--- src/rtl/muldiv_pkg.sv ---
// Shared op codes, FSM state encoding and HI/LO write-enable codes for the
// multiply/divide sequencer.
package muldiv_pkg;

    localparam logic [2:0] OP_NONE  = 3'b000;
    localparam logic [2:0] OP_MULT  = 3'b001;
    localparam logic [2:0] OP_MULTU = 3'b010;
    localparam logic [2:0] OP_DIV   = 3'b011;
    localparam logic [2:0] OP_DIVU  = 3'b100;
    localparam logic [2:0] OP_MTHI  = 3'b101;
    localparam logic [2:0] OP_MTLO  = 3'b110;

    localparam logic [1:0] HILO_WE_BOTH = 2'b11;
    localparam logic [1:0] HILO_WE_HI   = 2'b01;
    localparam logic [1:0] HILO_WE_LO   = 2'b00;
    localparam logic [1:0] HILO_WE_NONE = 2'b10;

    typedef enum logic [1:0] {
        IDLE = 2'b00,
        MUL  = 2'b01,
        DIV  = 2'b10,
        WB   = 2'b11
    } state_t;

    function automatic logic is_mul_op(input logic [2:0] op);
        return (op == OP_MULT) || (op == OP_MULTU);
    endfunction

    function automatic logic is_div_op(input logic [2:0] op);
        return (op == OP_DIV) || (op == OP_DIVU);
    endfunction

endpackage

--- src/rtl/muldiv_div_radix2.sv ---
// Unsigned 32-iteration restoring divider.  quotient/remainder/done show the
// result of the step taken in the current cycle, so the caller can register
// the final result on the same edge that retires the last iteration.
module div_radix2 (
    input  logic        clk,
    input  logic        rst,
    input  logic        start,
    input  logic        abort,
    input  logic [31:0] dividend,
    input  logic [31:0] divisor,
    output logic        done,
    output logic [31:0] quotient,
    output logic [31:0] remainder
);

    logic        active;
    logic [4:0]  cnt;
    logic [31:0] q_reg;
    logic [31:0] r_reg;
    logic [31:0] b_reg;
    logic [32:0] r_shift;
    logic [32:0] diff;
    logic        ge;

    // q_reg starts as the dividend and shifts its bits into the remainder
    always_comb begin
        r_shift   = {r_reg, q_reg[31]};
        diff      = r_shift - {1'b0, b_reg};
        ge        = (r_shift >= {1'b0, b_reg});
        quotient  = {q_reg[30:0], ge};
        remainder = ge ? diff[31:0] : r_shift[31:0];
        done      = active && (cnt == 5'd0);
    end

    always_ff @(posedge clk or posedge rst) begin
        if (rst) begin
            active <= 1'b0;
            cnt    <= 5'd0;
            q_reg  <= 32'd0;
            r_reg  <= 32'd0;
            b_reg  <= 32'd0;
        end else if (abort) begin
            active <= 1'b0;
        end else if (start) begin
            active <= 1'b1;
            cnt    <= 5'd31;
            q_reg  <= dividend;
            r_reg  <= 32'd0;
            b_reg  <= divisor;
        end else if (active) begin
            q_reg <= quotient;
            r_reg <= remainder;
            if (cnt == 5'd0)
                active <= 1'b0;
            else
                cnt <= cnt - 5'd1;
        end
    end

endmodule

--- src/rtl/muldiv_ctrl.sv ---
// EX-stage sequencer for MULT/MULTU/DIV/DIVU/MTHI/MTLO; stalls the pipeline
// while busy and owns the registered HI/LO write port.
//
// state | meaning
// IDLE  | accepts ops; MTHI/MTLO write directly from here
// MUL   | one-cycle multiply, product registered on exit
// DIV   | 32 divider iterations, sign-fixed result registered on exit
// WB    | write outputs asserted, completing op advances
module muldiv_ctrl
    import muldiv_pkg::*;
(
    input  logic        clk,
    input  logic        rst,
    input  logic        op_valid,
    input  logic [2:0]  op,
    input  logic [31:0] src_a,
    input  logic [31:0] src_b,
    input  logic        flush,
    output logic        stall,
    output logic        busy,
    output logic [1:0]  hilo_we,
    output logic        hilo_wediv,
    output logic [31:0] hi_wdata,
    output logic [31:0] lo_wdata
);

    state_t      state, state_n;
    logic        accept;
    logic        div_start;
    logic        div_abort;
    logic        div_done;
    logic [31:0] div_q;
    logic [31:0] div_r;
    logic [31:0] abs_a;
    logic [31:0] abs_b;
    logic        acc_signed;

    logic [31:0] op_a;
    logic [31:0] op_b;
    logic        op_signed;
    logic        neg_q;
    logic        neg_r;
    logic        b_zero;

    logic [63:0] ext_a;
    logic [63:0] ext_b;
    logic [63:0] product;
    logic [31:0] q_fix;
    logic [31:0] r_fix;

    logic [1:0]  we_n;
    logic        wediv_n;
    logic [31:0] hi_n;
    logic [31:0] lo_n;

    assign acc_signed = (op == OP_MULT) || (op == OP_DIV);
    assign abs_a      = (acc_signed && src_a[31]) ? (32'd0 - src_a) : src_a;
    assign abs_b      = (acc_signed && src_b[31]) ? (32'd0 - src_b) : src_b;

    // Sign-extending to 64 bits makes one unsigned multiply serve both forms
    assign ext_a   = {{32{op_signed & op_a[31]}}, op_a};
    assign ext_b   = {{32{op_signed & op_b[31]}}, op_b};
    assign product = ext_a * ext_b;

    assign q_fix = neg_q ? (32'd0 - div_q) : div_q;
    assign r_fix = neg_r ? (32'd0 - div_r) : div_r;

    div_radix2 u_div (
        .clk       (clk),
        .rst       (rst),
        .start     (div_start),
        .abort     (div_abort),
        .dividend  (abs_a),
        .divisor   (abs_b),
        .done      (div_done),
        .quotient  (div_q),
        .remainder (div_r)
    );

    always_comb begin
        state_n   = state;
        accept    = 1'b0;
        div_start = 1'b0;
        div_abort = 1'b0;
        stall     = 1'b0;
        we_n      = HILO_WE_NONE;
        wediv_n   = 1'b0;
        hi_n      = hi_wdata;
        lo_n      = lo_wdata;
        case (state)
            IDLE: begin
                if (op_valid && !flush) begin
                    if (is_mul_op(op)) begin
                        accept  = 1'b1;
                        stall   = 1'b1;
                        state_n = MUL;
                    end else if (is_div_op(op)) begin
                        accept    = 1'b1;
                        div_start = 1'b1;
                        stall     = 1'b1;
                        state_n   = DIV;
                    end else if (op == OP_MTHI) begin
                        we_n = HILO_WE_HI;
                        hi_n = src_a;
                    end else if (op == OP_MTLO) begin
                        we_n = HILO_WE_LO;
                        lo_n = src_a;
                    end
                end
            end
            MUL: begin
                if (flush) begin
                    state_n = IDLE;
                end else begin
                    stall   = 1'b1;
                    we_n    = HILO_WE_BOTH;
                    hi_n    = product[63:32];
                    lo_n    = product[31:0];
                    state_n = WB;
                end
            end
            DIV: begin
                if (flush) begin
                    div_abort = 1'b1;
                    state_n   = IDLE;
                end else begin
                    stall = 1'b1;
                    if (div_done) begin
                        wediv_n = 1'b1;
                        hi_n    = b_zero ? op_a : r_fix;
                        lo_n    = b_zero ? 32'hFFFF_FFFF : q_fix;
                        state_n = WB;
                    end
                end
            end
            WB: begin
                state_n = IDLE;
            end
            default: state_n = IDLE;
        endcase
    end

    assign busy = (state != IDLE);

    always_ff @(posedge clk or posedge rst) begin
        if (rst)
            state <= IDLE;
        else
            state <= state_n;
    end

    always_ff @(posedge clk or posedge rst) begin
        if (rst) begin
            op_a      <= 32'd0;
            op_b      <= 32'd0;
            op_signed <= 1'b0;
            neg_q     <= 1'b0;
            neg_r     <= 1'b0;
            b_zero    <= 1'b0;
        end else if (accept) begin
            op_a      <= src_a;
            op_b      <= src_b;
            op_signed <= acc_signed;
            neg_q     <= acc_signed & (src_a[31] ^ src_b[31]);
            neg_r     <= acc_signed & src_a[31];
            b_zero    <= (src_b == 32'd0);
        end
    end

    always_ff @(posedge clk or posedge rst) begin
        if (rst) begin
            hilo_we    <= HILO_WE_NONE;
            hilo_wediv <= 1'b0;
            hi_wdata   <= 32'd0;
            lo_wdata   <= 32'd0;
        end else begin
            hilo_we    <= we_n;
            hilo_wediv <= wediv_n;
            hi_wdata   <= hi_n;
            lo_wdata   <= lo_n;
        end
    end

endmodule

--- config.mk ---
export PLATFORM = sky130hd
export DESIGN_NAME = muldiv_ctrl
export DESIGN_NICKNAME = d
export VERILOG_FILES = /design/src/rtl/muldiv_pkg.sv /design/src/rtl/muldiv_div_radix2.sv /design/src/rtl/muldiv_ctrl.sv
export SDC_FILE = /design/constraint.sdc
export NUM_CORES = 2
export LEC_CHECK = 0
export ABC_AREA = 1
export CORE_MARGIN = 4
export CORE_UTILIZATION = 57
export DETAILED_ROUTE_END_ITERATION = 6
export GPL_TIMING_DRIVEN = 0
export PLACE_DENSITY = 0.72
export SETUP_SLACK_MARGIN = 0.2
export SLEW_MARGIN = 20
export SYNTH_ARGS = -nofsm -noshare
export SYNTH_HDL_FRONTEND = slang
export SYNTH_HIERARCHICAL = 1
export SYNTH_SLANG_ARGS = --single-unit
--- constraint.sdc ---
create_clock -name clk -period 21 [get_ports clk]
set_input_delay 4.2 -clock clk [delete_from_list [all_inputs] [get_ports clk]]
set_output_delay 4.2 -clock clk [all_outputs]
set_load 0.05 [all_outputs]
Word-level counts from Yosys, hierarchy flattened
Index checks and enable logic that the tools add are counted.
{"block": "op_classes", "add_sub_neg": 6, "multipliers": 1, "n_lt_le_gt_ge": 1, "eq_ne": 21, "mux": 63, "bitwise": 6, "n_reduce_logical": 21}
{"cell": "$mux 32", "n": 26}
{"cell": "$pmux 32 s3", "n": 2}
{"cell": "$sub 1x32->32 const A", "n": 4}
{"cell": "$mul 33x33->64", "n": 1}
{"cell": "$ge 33x32->1", "n": 1}
{"cell": "$logic_not 32->1", "n": 1}
{"cell": "$sub 32x32->32", "n": 1}
{"cell": "$mux 2", "n": 11}
{"cell": "$ne 2x2->1 const B", "n": 10}
{"cell": "$mux 1", "n": 18}
{"cell": "$mux 5", "n": 3}
{"cell": "$eq 3x3->1 const B", "n": 3}
{"cell": "$reduce_and 9->1", "n": 1}
{"cell": "$pmux 2 s4", "n": 1}
{"cell": "$reduce_and 8->1", "n": 1}
{"cell": "$eq 3x2->1 const B", "n": 2}
{"cell": "$ne 3x3->1 const B", "n": 2}
{"cell": "$reduce_and 3->1", "n": 2}
{"cell": "$logic_not 5->1", "n": 1}
{"cell": "$sub 5x1->5 const B", "n": 1}
{"cell": "$and 1x1->1", "n": 4}
{"cell": "$eq 2x2->1 const B", "n": 2}
{"cell": "$logic_and 1x1->1", "n": 4}
{"cell": "$pmux 2 s2", "n": 1}
{"cell": "12 further kinds", "n": 16}
{"block": "word_totals", "register_bits": 239, "input_bits": 71, "output_inout_bits": 69, "word_cells": 135}

Longest topological paths before layout
{"block": "depth", "word_depth": 8, "mapped_depth": 37}

Modules after synthesis
The synthesis kept the hierarchy.
{"module": "muldiv_ctrl", "n_inst": 1, "cells_each": 6676, "area_per_inst_um2": 50051.8}
{"module": "div_radix2", "n_inst": 1, "cells_each": 1171, "area_per_inst_um2": 7703.6}

Worst setup path before layout
OpenSTA, ideal clock, no wires.
{"block": "synth_path", "path_kind": "input-to-output", "from": "input op[0]", "to": "output stall", "arrival_time_ps": 5938, "required_ps": 16800, "path_slack_ps": 10862, "stages": 9, "n_path_buf": 1, "path_cell_list": "ha_1 inv_1 nor2_1 a21oi_1 or2_1 nand2_1 nand2_1 clkbuf_1 a21oi_1"}
{"block": "synth_between", "elab_chain_cells": 6, "word_cells_on_any_way": 10}
{"element": "from (decl)", "line_no": "muldiv_ctrl.sv:15", "text": "input logic [2:0] op,"}
{"element": "$eq 3x2->1 or $eq 3x3->1 (tied branches)", "line_no": "muldiv_pkg.sv:30", "text": "return (op == OP_DIV) || (op == OP_DIVU);"}
{"element": "$logic_or 1x1->1", "line_no": "muldiv_pkg.sv:30"}
{"element": "$mux 1", "line_no": "muldiv_ctrl.sv:97", "text": "end else if (is_div_op(op)) begin"}
{"element": "$mux 1 *", "line_no": "muldiv_ctrl.sv:93", "text": "if (is_mul_op(op)) begin"}
{"element": "$mux 1 *", "line_no": "muldiv_ctrl.sv:92", "text": "if (op_valid && !flush) begin"}
{"element": "$pmux 1 s2 *", "line_no": "muldiv_ctrl.sv:90", "text": "case (state)"}
{"element": "to (decl)", "line_no": "muldiv_ctrl.sv:19", "text": "output logic stall,"}
Mark *: on every way between the ends. The rest lies on a longest branch, timed or not.

Worst setup path in the final report
Ends and elaborated chain as after synthesis.

==> tab_implementation.tex <==
\begin{tabular}{lr}
\hline
Metric & Value \\
\hline
\multicolumn{2}{l}{\textbf{Worst setup path}} \\
\quad Count of buffer and inverter cells on the critical path & 4 \\
\quad Startpoint Class & primary input \\
\quad Kind of critical path & primary input to primary output \\
\quad Arrival time at the worst endpoint & 7.72 ns \\
\quad Critical path's largest stage delay & 0.78 ns \\
\quad Critical path's top delay family & buffers and inverters \\
\quad Cell count of the worst reg-to-reg path & 31 \\
\quad Worst Path Required & 16.80 ns \\
\quad Slowest cell on crit path & clkdlybuf4s50\_1 \\
\quad Cell-by-cell trace of the critical path & clkdlybuf4s50\_1, inv\_1, ha\_1, a21oi\_1, or2\_1, nand2\_1, nand2\_1, clkbuf\_1, a21oi\_1, clkdlybuf4s50\_1 \\
\quad Largest fanout of any net on the critical path & 10 \\
\quad Logic depth of the worst setup path including buffers & 10 \\
\quad Setup crit end kind & primary output \\
\multicolumn{2}{l}{\textbf{Clock network}} \\
\quad H-Tree Level Count & 1 \\
\quad Buffer depth of the longest clock path & 3 \\
\quad Root buffer selected by CTS & clkbuf\_16 \\
\quad Number of sinks driven by the clock tree & 239 \\
\quad Quantity of gates resized following cts & 0 \\
\quad Clock network latency to the later pin of the worst-skew pair & 0.58 ns \\
\quad CTS buffer count & 25 \\
\quad Post-CTS setup buffer count & 0 \\
\quad Register clock-pin slew on the reported worst setup and hold paths & 0.07 ns \\
\quad CTS tree & done \\
\quad Hold buffer count at cts & 0 \\
\multicolumn{2}{l}{\textbf{Detailed routing}} \\
\quad Final ANT Viol Nets & 0 \\
\quad Initial drt markers & 6019 \\
\quad DR WL/cell & 25.4 µm \\
\quad Per-cell via count in the routed design & 5.71 \\
\quad Total vias in the final route & 53600 \\
\quad Post-detailed-routing wire length & 238000 µm \\
\quad Detailed-routing iteration count for the pre-antenna-repair pass & 6 \\
\quad Post-detailed-route DRC marker count & 0 \\
\multicolumn{2}{l}{\textbf{Finish}} \\
\quad Fraction of layout cells with a size suffix above 1 & 2.49\% \\
\quad Net total in the final layout & 9472 \\
\quad Layout overhead on the synthesized area & 7.11\% \\
\quad Number of standard cells in the final layout excluding fillers & 9396 \\
\quad Final design utilization & 61.7\% \\
\multicolumn{2}{l}{\textbf{Timing}} \\
\quad Final slew viol count & 0 \\
\quad Fmax & 83.9 MHz \\
\quad Fin worst setup slack & 9.08 ns \\
\quad Unrepaired setup endpoints after global routing & no \\
\quad Maximum clock skew at final layout & 0.0171 ns \\
\quad Period minus WS final & 11.92 ns \\
\quad Share of the clock period used by the worst path & 56.8\% \\
\quad Final count of negative-setup-slack endpoints & 0 \\
\quad Sum of negative setup slack & 0 ns \\
\quad Normalized max-slew margin & 9.89\% \\
\quad Transition time at the pin with the least slew margin & 1.35 ns \\
\quad Final Hold Violating Endpoints & 0 \\
\multicolumn{2}{l}{\textbf{Yosys}} \\
\quad Mapped Cells & 7847 \\
\quad Mux cell area share after synthesis & 0.0195\% \\
\quad Area share of xor/xnor cells in the synthesized design & 1.36\% \\
\quad Seq cells post-synth & 239 \\
\quad Register area share after synthesis & 10.4\% \\
\quad Dominant combinational cell family by area after synthesis & adder cells \\
\quad Synthesized area per cell & 7.36 µm² \\
\quad Number of different library cells in the post-synthesis netlist & 51 \\
\quad Synthesized-area fraction occupied by ao, oa, aoi and oai cells & 6.07\% \\
\quad Share of flip-flops with an asynchronous set or reset after synthesis & 100\% \\
\quad Yosys Warn Count & 6 \\
\quad Post-synthesis adder-cell area fraction & 44.6\% \\
\quad Netlist area before placement & 0.0578 mm² \\
\quad Number of nets produced by synthesis & 9302 \\
\quad Main flop type after synthesis & dfrtp\_1 \\
\quad Number of enable-type register cells in the synthesized netlist & 0 \\
\quad Synthesized-area fraction occupied by and/or/nand/nor cells & 21.6\% \\
\multicolumn{2}{l}{\textbf{Job}} \\
\quad Max-cap check violation count & 0 \\
\multicolumn{2}{l}{\textbf{Global routing}} \\
\quad GRT Resource Usage Total & 45.2\% \\
\quad Via count of the first global-routing pass & 54800 \\
\quad Largest net degree at the start of global routing & 90 \\
\quad Total congestion overflow & 0 \\
\quad Global-route wire length before repair & 352000 µm \\
\quad Number of antenna violations at the first check in global routing & 15 \\
\multicolumn{2}{l}{\textbf{Place}} \\
\quad HPWL Detailed & 203000 µm \\
\quad Instance count after placement with tap cells included & 9346 \\
\quad GP Congestion & 1.08 \\
\quad Pre-CTS worst setup slack & 9.23 ns \\
\quad Port Buffers & 139 \\
\multicolumn{2}{l}{\textbf{Floorplanning}} \\
\quad Area enclosed by the die boundary & 0.106 mm² \\
\quad Die Wd & 326 µm \\
\quad Starting density of the core & 57.6\% \\
\quad Die height & 326 µm \\
\quad Number of rows in the core area & 116 \\
\quad Total core area & 0.100 mm² \\
\quad Top-level I/O count & 140 \\
\multicolumn{2}{l}{\textbf{Run status}} \\
\quad Result of the run & finished, final reports clean \\
\multicolumn{2}{l}{\textbf{Min path}} \\
\quad Type of the most critical hold path & register to register \\
\quad Count of cells along the worst hold path & 2 \\
\hline
\end{tabular}
[tightest hold or removal path, stage by stage (launching register included)]
cell and delay, ns:
dfrtp_1 0.35, nand2_1 0.05, o21ai_0 0.06
[routing by layer]
| layer | GRT usage [%] | vias to the layer above | routed length [µm] |
|---|---|---|---|
| met4 | 34.2 | 14 | 24600 |
| met2 | 69.9 | 3350 | 104000 |
| met1 | 55.2 | 26200 | 84100 |
| met5 | 0 | - | 98 |
| met3 | 10.5 | 945 | 25700 |
| li1 | - | 23100 | - |
[logic make-up after synthesis]
logic type	Yosys count
flip-flops	239
XOR/XNOR	90
buffers and inverters	2408
adder cells (fa/ha/maj)	1384
AND/OR/NAND/NOR	3083
AO/OA/AOI/OAI	642
multiplexers	1
[through the flow]
step	cell area, µm²	hold WS (ns)
CTS	61800	0.495
global placement	60800	0.470
global route	61900	0.517
finish	61900	0.496
floorplan	57800	0.443
detailed placement	60900	0.477
[final timing paths]
check | from | to | slack [ns]
setup / recovery | op[0] | stall | 9.08
min in group asynchronous | rst | u_div/r_reg[13]$_DFFE_PP0P_ | 4.12
hold / removal | lo_wdata[27]$_DFFE_PP0P_ | lo_wdata[27]$_DFFE_PP0P_ | 0.50
max in group asynchronous | rst | hi_wdata[28]$_DFFE_PP0P_ | 15.98
setup reg to reg | op_a[31]$_DFFE_PP0P_ | hi_wdata[24]$_DFFE_PP0P_ | 9.98
hold reg to reg | lo_wdata[27]$_DFFE_PP0P_ | lo_wdata[27]$_DFFE_PP0P_ | 0.50
[synth_stat cells, types with 9 or more instances]
cell,instances,area (µm²)
nand3b_1,27,203
nand4_1,43,269
a31oi_1,14,87.6
nor3_1,34,170
o21ai_0,273,1370
o21bai_1,14,105
nor2_1,501,1880
o211ai_1,54,405
inv_1,1990,7470
buf_2,17,85.1
o21ai_1,9,45.0
buf_4,38,285
or2_2,15,93.8
xnor2_1,10,87.6
and2_1,17,106
clkbuf_1,333,1250
xor2_1,80,701
buf_1,15,56.3
nand2_2,26,163
dfrtp_1,238,5960
ha_1,258,3230
inv_2,11,41.3
a21oi_1,248,1240
nand3_1,261,1310
nand2_1,2120,7960
nor4_1,13,81.3
fa_1,1126,22500
[cells in the final DEF (no fill, tap or decap), types with 34 or more instances in the layout]
cell type and n:
clkbuf_1 320, buf_4 38, o211ai_1 54, nand3_1 261, fa_1 1125, clkdlybuf4s50_1 139
nor2_1 501, ha_1 258, nor3_1 34, o21ai_0 273, a21oi_1 248, xor2_1 80
dfrtp_1 238, inv_1 1988, nand2_1 2120, nand4_1 43
[cell type report]
cell class / count / area [µm²]
antenna: 4 / 10.0
buffer: 406 / 1730
clock buffer: 28 / 667
clock inverter: 17 / 215
fill: 9437 / 38400
inverter: 2002 / 7530
multi-input combinational: 5200 / 42500
sequential: 239 / 5980
tap: 1357 / 1700
timing repair buffer: 143 / 1490
Power is left out: the tool's default activity adds up to more than one toggle a clock period on the data nets, which glitch-free logic cannot reach.
